File: config.mk
export PLATFORM = sky130hd
export DESIGN_NAME = mac_violation_handler
export DESIGN_NICKNAME = d
export VERILOG_FILES = /design/src/rtl/mac_violation_handler.sv
export SDC_FILE = /design/constraint.sdc
export NUM_CORES = 1
export LEC_CHECK = 0
export ABC_AREA = 0
export CAP_MARGIN = 5
export CORE_MARGIN = 2
export CORE_UTILIZATION = 42
export CTS_CLUSTER_SIZE = 14
export DETAILED_ROUTE_END_ITERATION = 7
export PLACE_DENSITY = 0.76
export SYNTH_ARGS = -nofsm -noshare
export SYNTH_HDL_FRONTEND = slang
export SYNTH_SLANG_ARGS = --single-unit
File: constraint.sdc
create_clock -name clk -period 6.55 [get_ports clk]
set_input_delay 1.31 -clock clk [delete_from_list [all_inputs] [get_ports clk]]
set_output_delay 1.31 -clock clk [all_outputs]
set_load 0.05 [all_outputs]
File: src/rtl/mac_violation_handler.sv
// mac_violation_handler
//   Response end of the protected-section access checker. Records the cause,
//   PC and faulting address of a violation, then drives a stretched system
//   reset pulse to the CPU followed by a hold-off window. Fault records are
//   cleared only by reset_n, so they survive the reset issued here. Software
//   reads and clears the records over the peripheral bus.
// Ports
//   clk, reset_n          clock, asynchronous active-low reset
//   viol_data/text/
//   viol_write/jump       per-cause violation strobes from the checker
//   pc, data_addr,
//   code_addr             CPU state captured on a violation
//   per_addr/din/en/we    peripheral bus request (word address, byte enables)
//   per_dout              peripheral read data, 0 when not selected/reading
//   sys_rst               registered active-high reset request to the CPU
module mac_violation_handler #(
  parameter logic [13:0] BASE_ADDR      = 14'h00C8,
  parameter int unsigned RST_CYCLES     = 8,
  parameter int unsigned HOLDOFF_CYCLES = 4
) (
  input  logic        clk,
  input  logic        reset_n,
  input  logic        viol_data,
  input  logic        viol_text,
  input  logic        viol_write,
  input  logic        viol_jump,
  input  logic [15:0] pc,
  input  logic [15:0] data_addr,
  input  logic [15:0] code_addr,
  input  logic [13:0] per_addr,
  input  logic [15:0] per_din,
  input  logic        per_en,
  input  logic [1:0]  per_we,
  output logic [15:0] per_dout,
  output logic        sys_rst
);

  typedef enum logic [1:0] {IDLE, ASSERT, HOLDOFF} state_t;

  localparam logic [7:0] RST_LAST  = 8'(RST_CYCLES - 1);
  localparam logic [7:0] HOLD_LAST = (HOLDOFF_CYCLES == 0) ? 8'd0 : 8'(HOLDOFF_CYCLES - 1);

  state_t      state, state_next;
  logic [7:0]  cnt, cnt_next;

  logic [3:0]  last_cause, sticky_cause;
  logic        ovr;
  logic [15:0] fault_pc, fault_addr, count;

  logic [3:0]  cause;
  logic        viol, capture, ovr_set;
  logic [13:0] off;
  logic        hit, rd, wr;
  logic [7:0]  clr_lo;
  logic        clr_ovr, count_clr;
  logic [15:0] count_next;
  logic        unused_din;

  assign cause      = {viol_jump, viol_write, viol_text, viol_data};
  assign viol       = |cause;
  assign capture    = viol && (state == IDLE);
  assign ovr_set    = viol && (state != IDLE);
  assign unused_din = ^per_din[15:9];

  // Offset-based decode works for any BASE_ADDR, aligned or not.
  assign off = per_addr - BASE_ADDR;
  assign hit = (off < 14'd4);
  assign rd  = per_en && (per_we == 2'b00) && hit;
  assign wr  = per_en && (per_we != 2'b00) && hit;

  assign clr_lo    = (wr && off[1:0] == 2'd0 && per_we[0]) ? per_din[7:0] : 8'h00;
  assign clr_ovr   = wr && off[1:0] == 2'd0 && per_we[1] && per_din[8];
  assign count_clr = wr && off[1:0] == 2'd3;

  // Capture overrides a same-cycle clear: the clear is applied first, then the increment.
  always_comb begin
    count_next = count_clr ? 16'h0000 : count;
    if (capture) begin
      if (count_clr)
        count_next = 16'h0001;
      else if (count != 16'hFFFF)
        count_next = count + 16'h0001;
    end
  end

  always_comb begin
    state_next = state;
    cnt_next   = cnt;
    case (state)
      IDLE: begin
        if (viol) begin
          state_next = ASSERT;
          cnt_next   = '0;
        end
      end
      ASSERT: begin
        if (cnt == RST_LAST) begin
          state_next = (HOLDOFF_CYCLES == 0) ? IDLE : HOLDOFF;
          cnt_next   = '0;
        end else begin
          cnt_next = cnt + 8'd1;
        end
      end
      HOLDOFF: begin
        if (cnt == HOLD_LAST) begin
          state_next = IDLE;
          cnt_next   = '0;
        end else begin
          cnt_next = cnt + 8'd1;
        end
      end
      default: begin
        state_next = IDLE;
        cnt_next   = '0;
      end
    endcase
  end

  always_ff @(posedge clk or negedge reset_n) begin
    if (!reset_n) begin
      state   <= IDLE;
      cnt     <= '0;
      sys_rst <= 1'b0;
    end else begin
      state   <= state_next;
      cnt     <= cnt_next;
      sys_rst <= (state_next == ASSERT);
    end
  end

  always_ff @(posedge clk or negedge reset_n) begin
    if (!reset_n) begin
      last_cause   <= '0;
      sticky_cause <= '0;
      ovr          <= 1'b0;
      fault_pc     <= '0;
      fault_addr   <= '0;
      count        <= '0;
    end else begin
      last_cause   <= capture ? cause : (last_cause & ~clr_lo[3:0]);
      sticky_cause <= (sticky_cause & ~clr_lo[7:4]) | (capture ? cause : 4'h0);
      ovr          <= (ovr & ~clr_ovr) | ovr_set;
      count        <= count_next;
      if (capture) begin
        fault_pc   <= pc;
        fault_addr <= viol_data ? data_addr : code_addr;
      end
    end
  end

  always_comb begin
    per_dout = '0;
    if (rd) begin
      case (off[1:0])
        2'd0:    per_dout = {6'b0, (state != IDLE), ovr, sticky_cause, last_cause};
        2'd1:    per_dout = fault_pc;
        2'd2:    per_dout = fault_addr;
        default: per_dout = count;
      endcase
    end
  end

endmodule

* After elaboration in Yosys (flattened, before gate mapping)
Cells that the tools add are included.
** Storage, ports and cells
- Input port bits :: 87
- Flip-flop bits (word level) :: 68
- Output and inout port bits :: 17
- Word-level logic and storage cells :: 66
** Cells by class
- Magnitude comparators :: 1
- Reduce and logical (&&, ||, !) cells :: 17
- Add/sub/neg operators :: 3
- Bitwise gates (word level) :: 8
- Eq/ne operators :: 10
- Mux-type cells :: 18
** Operator list (count)
- 2-to-1 mux 16 bit :: 6
- one-hot mux 16 bit (3 select lines) :: 1
- 2-to-1 mux 8 bit :: 4
- one-hot mux 8 bit (3 select lines) :: 1
- adder 16 x 1 -> 16 bit, second input constant :: 1
- inequality test 16 bit, second input constant :: 1
- less-than comparator 14 x 3 -> 1 bit, second input constant :: 1
- subtractor 14 x 8 -> 14 bit, second input constant :: 1
- logical AND 1 bit :: 11
- adder 8 x 1 -> 8 bit, second input constant :: 1
- bitwise AND 4 bit :: 2
- equality test 8 x 2 -> 1 bit, second input constant :: 1
- equality test 8 x 3 -> 1 bit, second input constant :: 1
- 2-to-1 mux 4 bit :: 2
- NOT 4 bit :: 2
- equality test 2 x 1 -> 1 bit, second input constant :: 3
- equality test 2 bit, second input constant :: 3
- zero test 2 bit :: 3
- 2-to-1 mux 2 bit :: 3
- one-hot mux 2 bit (3 select lines) :: 1
- OR 4 bit :: 1
- nonzero test 2 bit :: 2
- OR reduction 4 bit :: 1
- inequality test 2 bit, second input constant :: 1
- 3 further kinds :: 3

* Depth between registers and ports, before layout
Gate-level depths: netlist of run 1.
- Depth after elaboration :: 9
- Depth in mapped cells :: 8
- Mapped depth without buffers :: 6

* Least setup slack after synthesis of run 1
Ideal clock, no wire load.
- Path type :: input to output
- Start :: input per_addr[3]
- End :: output per_dout[10]
- Slack :: 1986 ps
- Data required time :: 5240 ps
- Arrival :: 3254 ps
- Buffers on the path :: 2
- Stages on the path :: 8
- Path through :: inv_1 > ha_1 > and4bb_2 > nand4_4 > or3_1 > buf_2 > buf_6 > nor2_1
** Between the ends
- Word-level cells in the longest chain between the ends :: 4
** Ends and longest elaborated chain
- from (decl) :: RTL line 30 : input logic [13:0] per_addr,
- subtractor 14 x 8 -> 14 bit :: RTL line 66 : assign off = per_addr - BASE_ADDR;
- less-than comparator 14 x 3 -> 1 bit :: RTL line 67 : assign hit = (off < 14'd4);
- logical AND 1 bit :: RTL line 68 : assign rd = per_en && (per_we == 2'b00) && hit;
- 2-to-1 mux 16 bit :: RTL line 153 : if (rd) begin
- to (decl) :: RTL line 34 : output logic [15:0] per_dout,
Every way passes these cells.

* Worst setup path in the final report of run 1
- Start :: input per_addr[3]
- End :: output per_dout[5]
Same word-level chain as after synthesis.

==> flow_summary.ini, run 1 <==
[logic_synthesis]
post_synth_inst_count = 420
post_synth_and_or_nand_nor_area_fraction = 0.244
synth.net_count = 514
synth.avg_cell_area_um2 = 9.83
synth-compound-area-share = 0.157
muxShareOfSynthArea = 0.123
synth-warning-count = 0
synth_xor_area_frac = 0.00212
synth_top_flop_cell = dfrtp_1
synth.ff_latch_count = 68
asyncSetResetFlopFracSynth = 1.00
synth.yosys.seq_area_share = 0.412
yosys.area_share.adder = 0.0212
yosys.cell_types.count = 65
post_synth_instance_area_um2 = 4130
synth_top_family_by_area = simple AND/OR/NAND/NOR gates
synth_edf_count = 0

[global_route]
grt_total_ovfl = 0
via_count_of_the_first_global_routing_pass = 3689
global_route_wire_length_before_repair_um = 18100
grt_use_total = 0.222
number_of_antenna_violations_at_the_first_check_in_global_routing = 0
grt_start_max_net_pins = 69

[layout]
layout.cells.most_common = clkdlybuf4s50_1
n_antenna_cell = 0
layout-drive-gt1-share = 0.109
cell_count_final_fillers_out = 646
finalNetCount = 602
layout.cells.most_common_list = 95 x clkdlybuf4s50_1, 79 x nand2_1, 68 x dfrtp_1, 26 x o21ai_0, 21 x mux2i_1
area_growth_syn_to_layout_pct = 29.4

[timing]
worst_slew_pin_slew_ns = 1.17
setup-violations-final = 0
report.final.slew_viol_count = 0
post-route-period-util = 0.864
rsz0062_at_grt = no
timing.setup.tns_ns = 0
layout_min_cycle_time_ns = 5.66
layout_setup_ws_ns = 0.889
final_count_of_hold_timing_violations = 0
hold_slack_final_ns = 0.479
fin_worst_skew_ns = 0.0114
fmax_mhz = 177
timing.slew.headroom = 0.219

[clock_tree]
postCtsSetupRepairBufs = 0
clkSlewWorstSetupHoldPaths_ns = 0.07
tritoncts.num_buffers = 9
clk_path_buf_depth = 2
insertion_delay_ns = 0.34
tritoncts_clock_tree = done
cts.htree.levels = 3
cts_hold_repair.buffers = 0
cts_root_buf = clkbuf_8
post_cts_resize_count = 0
cts.sink_count = 68

[drt]
wl_met1_um = 4680
wl_met2_um = 5650
post_drt_via_cell_ratio = 5.76
post-route-drc-count = 0
drt_iter0_drc = 221
routed.top_layer = met4
route.vias.total = 3720
detail_route.first_pass.iterations = 4
routed_wire_length_per_instance_um = 17.0
met3_wirelength_um = 511
route.antenna.remaining_nets = 0
routed_wl_um = 11000

[floorplanning]
design.core.area_um2 = 9640
io_pins = 104
num_rows = 36
design.die.area_um2 = 10600
dieWidth_um = 103
floorplan.die.height_um = 103
starting_density_of_the_core = 0.428

[place]
detailedPlace.worstSlack_ns = 0.883
globalplace.congestion = 0.823
placed_cells = 630
buffer_ports.inserted = 96
dp_hpwl_um = 8020

[critical_path]
setup.worst_path.end_class = output port
worst-endpoint-required_ns = 5.24
worst-endpoint-arrival_ns = 4.35
setup.worst_path.class = input port to output port
path_max_fanout = 16
worst_setup_path_start_kind = input port

[run_status]
outcome = finished, final reports clean

[worst_hold_path]
hold_class = register to register

[pwr]
cellPowerDensity_nw_per_um2 = 291
leakage_nw = 2.20
vdd_drop_max_uv = 158

[run]
max_cap_viol_count = 0
-- layer usage --
layer / up-vias / track usage
li1: 1737 / -
met1: 1849 / 0.288
met2: 118 / 0.381
met3: 16 / 0.0468
met4: 0 / 0.0567
met5: - / 0
-- flip-flops by register name (all words and copies together) (netlist names) --
name and flops:
cnt 8, count 16, fault_addr 16, fault_pc 16
last_cause 4, ovr 1, state 2, sticky_cause 4
sys_rst 1
-- worst paths after layout --
kind,start,endpoint,slack [ns],cells past startpoint
setup / recovery,per_addr[3],per_dout[5],0.89,8
hold / removal,fault_pc[1],fault_pc[1],0.48,2
setup reg to reg,state[1],count[3],4.04,7
hold reg to reg,fault_pc[1],fault_pc[1],0.48,2
max in group asynchronous,reset_n,fault_pc[11],4.83,2
min in group asynchronous,reset_n,last_cause[0],1.15,2
-- cell families (layout without fill, tap and decap cells) --
logic type	after synthesis	count (layout)
mux	37	37
compound gates	94	94
flops	68	68
fa+ha+maj	7	7
simple gates	178	178
buf+inv	35	128
xor+xnor	1	1
-- stage by stage --
stage	total power, mW	util	area, µm²
2_1_floorplan	1.06	-	4130
3_3_place_gp	1.21	0.536	5160
3_5_place_dp	1.24	0.536	5160
4_1_cts	1.56	0.554	5340
5_1_grt	1.67	0.554	5340
6_report	1.55	0.554	5340
-- power breakdown --
part / total, mW / switching [mW] / internal [mW]
Combinational: 0.563 / 0.306 / 0.257
Sequential: 0.676 / 0.112 / 0.564
Clock: 0.313 / 0.164 / 0.148
-- cells in the mapped netlist, types with 3 or more instances --
| master | instances | area, µm² |
|---|---|---|
| a21oi_1 | 18 | 90.1 |
| nand3_1 | 13 | 65.1 |
| nor2b_1 | 5 | 31.3 |
| a22o_1 | 4 | 35.0 |
| a22oi_1 | 7 | 52.6 |
| mux2_2 | 6 | 67.6 |
| dfrtp_1 | 68 | 1700 |
| inv_1 | 10 | 37.5 |
| mux4_2 | 9 | 203 |
| o21ai_0 | 26 | 130 |
| o31ai_1 | 6 | 45.0 |
| nor2b_2 | 4 | 35.0 |
| nand4_1 | 12 | 75.1 |
| a31oi_1 | 4 | 25.0 |
| buf_2 | 10 | 50.1 |
| clkbuf_1 | 9 | 33.8 |
| a221oi_1 | 3 | 26.3 |
| buf_4 | 3 | 22.5 |
| ha_1 | 7 | 87.6 |
| and3_1 | 3 | 18.8 |
| o211ai_1 | 4 | 30.0 |
| o21bai_1 | 3 | 22.5 |
| and2b_1 | 3 | 22.5 |
| nand2_1 | 79 | 297 |
| or4_1 | 5 | 37.5 |
| and2_1 | 3 | 18.8 |
| nor2_1 | 13 | 48.8 |
| mux2i_1 | 21 | 210 |
| nor3_1 | 9 | 45.0 |
| or3_1 | 7 | 43.8 |
| a32o_1 | 4 | 40.0 |
-- worst max-delay path, cell delays in order --
cell and delay, ns:
clkdlybuf4s50_1 0.47, inv_1 0.04, ha_1 0.27, and4bb_2 0.28, nand4_4 0.20, or3_1 0.67, and2b_1 0.30, clkdlybuf4s50_1 0.80
-- layout make-up --
class,count,area (µm²)
Clock buffer,11,141
Clock inverter,5,37.5
Fill cell,876,4300
Inverter,10,37.5
Multi-Input combinational cell,317,2260
Sequential cell,68,1700
Tap cell,133,166
Timing Repair Buffer,102,1000
(Power assumes the default switching activity.)
==> inputs of run 2 (changes only) <==
--- a/config.mk
+++ b/config.mk
@@ -15,3 +15,4 @@
 export SYNTH_ARGS = -nofsm -noshare
 export SYNTH_HDL_FRONTEND = slang
 export SYNTH_SLANG_ARGS = --single-unit
+export TNS_END_PERCENT = 10
==> results of run 2 <==
The final DEF is identical to that of run 1; final timing and power are the same.
==> inputs of run 3 (changes only) <==
--- a/config.mk
+++ b/config.mk
@@ -11,7 +11,8 @@
 export CORE_UTILIZATION = 42
 export CTS_CLUSTER_SIZE = 14
 export DETAILED_ROUTE_END_ITERATION = 7
-export PLACE_DENSITY = 0.76
+export DONT_BUFFER_PORTS = 1
+export PLACE_DENSITY = 0.62
 export SYNTH_ARGS = -nofsm -noshare
 export SYNTH_HDL_FRONTEND = slang
 export SYNTH_SLANG_ARGS = --single-unit
==> run 3 against run 2 <==
Net effect:
- setup slack gained 0.82 ns
- critical endpoint is now per_dout[2]
- maximum frequency grew 17%
- critical path type unchanged
- core utilization shrank 10 points
- first-iteration DRC count shrank 6.3%
- clock skew grew 0.00099 ns
- via count shrank 11%
- largest cell class unchanged
- critical path depth shrank 2
- routed wire length shrank 4.5%
==> flow_summary.ini, run 3 (synthesized netlist as in run 1, its figures left out) <==
[place]
placed_cells = 531
buffer_ports.inserted = 0
dp_hpwl_um = 7480
globalplace.congestion = 0.937
placed_cell_area_um2 = 4190

[timing]
setup-violations-final = 0
post-route-period-util = 0.740
rsz0062_at_grt = no
worst_slew_pin_slew_ns = 0.935
timing.slew.headroom = 0.375
fin_worst_skew_ns = 0.0124
hold_slack_final_ns = 0.478
fmax_mhz = 206
report.final.slew_viol_count = 0
timing.setup.tns_ns = 0
layout_min_cycle_time_ns = 4.85
final_count_of_hold_timing_violations = 0

[critical_path]
worst_r2r_path_depth = 7
worst_setup_path_start_kind = input port
worst_r2r_startpoint = state[1]
worst-endpoint-arrival_ns = 3.54
setup.worst_path.class = input port to output port
worstPathCellList = inv_1 > ha_1 > and4bb_2 > nand4_4 > or3_1 > nor2b_1
setup.worst_path.end_class = output port
worst_r2r_endpoint = count[11]
r2r_setup_slack_ns = 3.82
worst_path_largest_cell_delay_ns = 0.83
worst-endpoint-required_ns = 5.24
path_max_fanout = 16
library_cell_contributing_the_largest_single_delay_on_the_critical_path = nor2b_1

[clock_tree]
cts.sink_count = 68
clkSlewWorstSetupHoldPaths_ns = 0.07
cts.htree.levels = 3
clk_path_buf_depth = 2
cts_hold_repair.buffers = 0
post_cts_resize_count = 0
cts_root_buf = clkbuf_8
postCtsSetupRepairBufs = 0
tritoncts_clock_tree = done
tritoncts.num_buffers = 9
insertion_delay_ns = 0.35

[layout]
layout-drive-gt1-share = 0.124
layout.cells.most_common = nand2_1
fin_area_um2 = 4350
layout.cells.most_common_list = 79 x nand2_1, 68 x dfrtp_1, 26 x o21ai_0, 21 x mux2i_1, 18 x a21oi_1
cell_count_final_fillers_out = 545
biggestRegsByFlops = count: 16 flops, fault_addr: 16 flops, fault_pc: 16 flops
n_antenna_cell = 0
fillerInstances = 942
area_growth_syn_to_layout_pct = 5.36
finalNetCount = 503

[global_route]
grt_total_ovfl = 0
via_count_of_the_first_global_routing_pass = 3164
grt_use_total = 0.209
number_of_antenna_violations_at_the_first_check_in_global_routing = 0
global_route_wire_length_before_repair_um = 16900
grt_start_max_net_pins = 69

[floorplanning]
io_pins = 104
floorplan.die.height_um = 103
design.die.area_um2 = 10600
starting_density_of_the_core = 0.428
dieWidth_um = 103
num_rows = 36
design.core.area_um2 = 9640

[worst_hold_path]
hold_class = register to register
holdPathEnd = fault_pc[1]
worst_hold_path.num_cells = 2
hold_path_startpoint = fault_pc[1]

[pwr]
vdd_drop_max_uv = 137
finalPower_mw = 1.47
cellPowerDensity_nw_per_um2 = 339
leakage_nw = 1.81

[drt]
routed_wl_um = 10500
routed_wire_length_per_instance_um = 19.2
post-route-drc-count = 0
route.vias.total = 3295
drt_iter0_drc = 207
detail_route.first_pass.iterations = 4
route.antenna.remaining_nets = 0
post_drt_via_cell_ratio = 6.05

[run]
max_cap_viol_count = 0

[run_status]
outcome = finished, final reports clean
==> run 3: changes by cell type in the layout (fill, tap and decap cells not counted), sizes merged <==
| cell | previous run | this run |
|---|---|---|
| clkdlybuf4s50 | 95 | 0 |
| buf | 7 | 3 |
| clkinv | 3 | 1 |
| clkbuf | 11 | 10 |
| clkinvlp | 2 | 3 |
==> run 3: power breakdown <==
group	internal, mW	switching [mW]	total [mW]
Combinational	0.213	0.271	0.485
Sequential	0.564	0.124	0.688
Clock	0.143	0.159	0.301
==> run 3: final cells by class <==
class / instances / area [µm²] / share of cell area
Sequential cell: 68 / 1700 / 0.391
Tap cell: 133 / 166 / 0.0383
Inverter: 10 / 37.5 / 0.00863
Clock inverter: 4 / 27.5 / 0.00633
Timing Repair Buffer: 3 / 22.5 / 0.00518
Clock buffer: 10 / 138 / 0.0316
Multi-Input combinational cell: 317 / 2260 / 0.519
==> run 3: worst max path at each step <==
stage                      startpoint            to  slack (ns)
after global routing      per_addr[3]   per_dout[0]        1.60
after CTS                 per_addr[3]   per_dout[3]        1.70
after floorplan           per_addr[3]  per_dout[10]        1.99
after detailed placement  per_addr[3]   per_dout[3]        1.70
final                     per_addr[3]   per_dout[2]        1.70
after global placement    per_addr[3]   per_dout[2]        1.76
==> run 3: layer usage <==
layer	GRT usage	routed length, µm	share of wire	up-vias
met5	0	0	0	-
met4	0.0709	151	0.014	0
met3	0.0366	533	0.051	15
met2	0.337	5200	0.50	108
met1	0.287	4610	0.44	1632
li1	-	-	-	1540
==> run 3: metrics by stage <==
step / util / setup WS, ns
after floorplan: - / 1.99
after global placement: 0.434 / 1.76
after detailed placement: 0.434 / 1.70
after CTS: 0.451 / 1.70
after global routing: 0.451 / 1.60
final: 0.451 / 1.70
==> run 3: worst max-delay path: cells and delay by family <==
family	cells	cell delay, ns
simple gates	4	1.94
fa+ha+maj	1	0.26
buf+inv	1	0.02
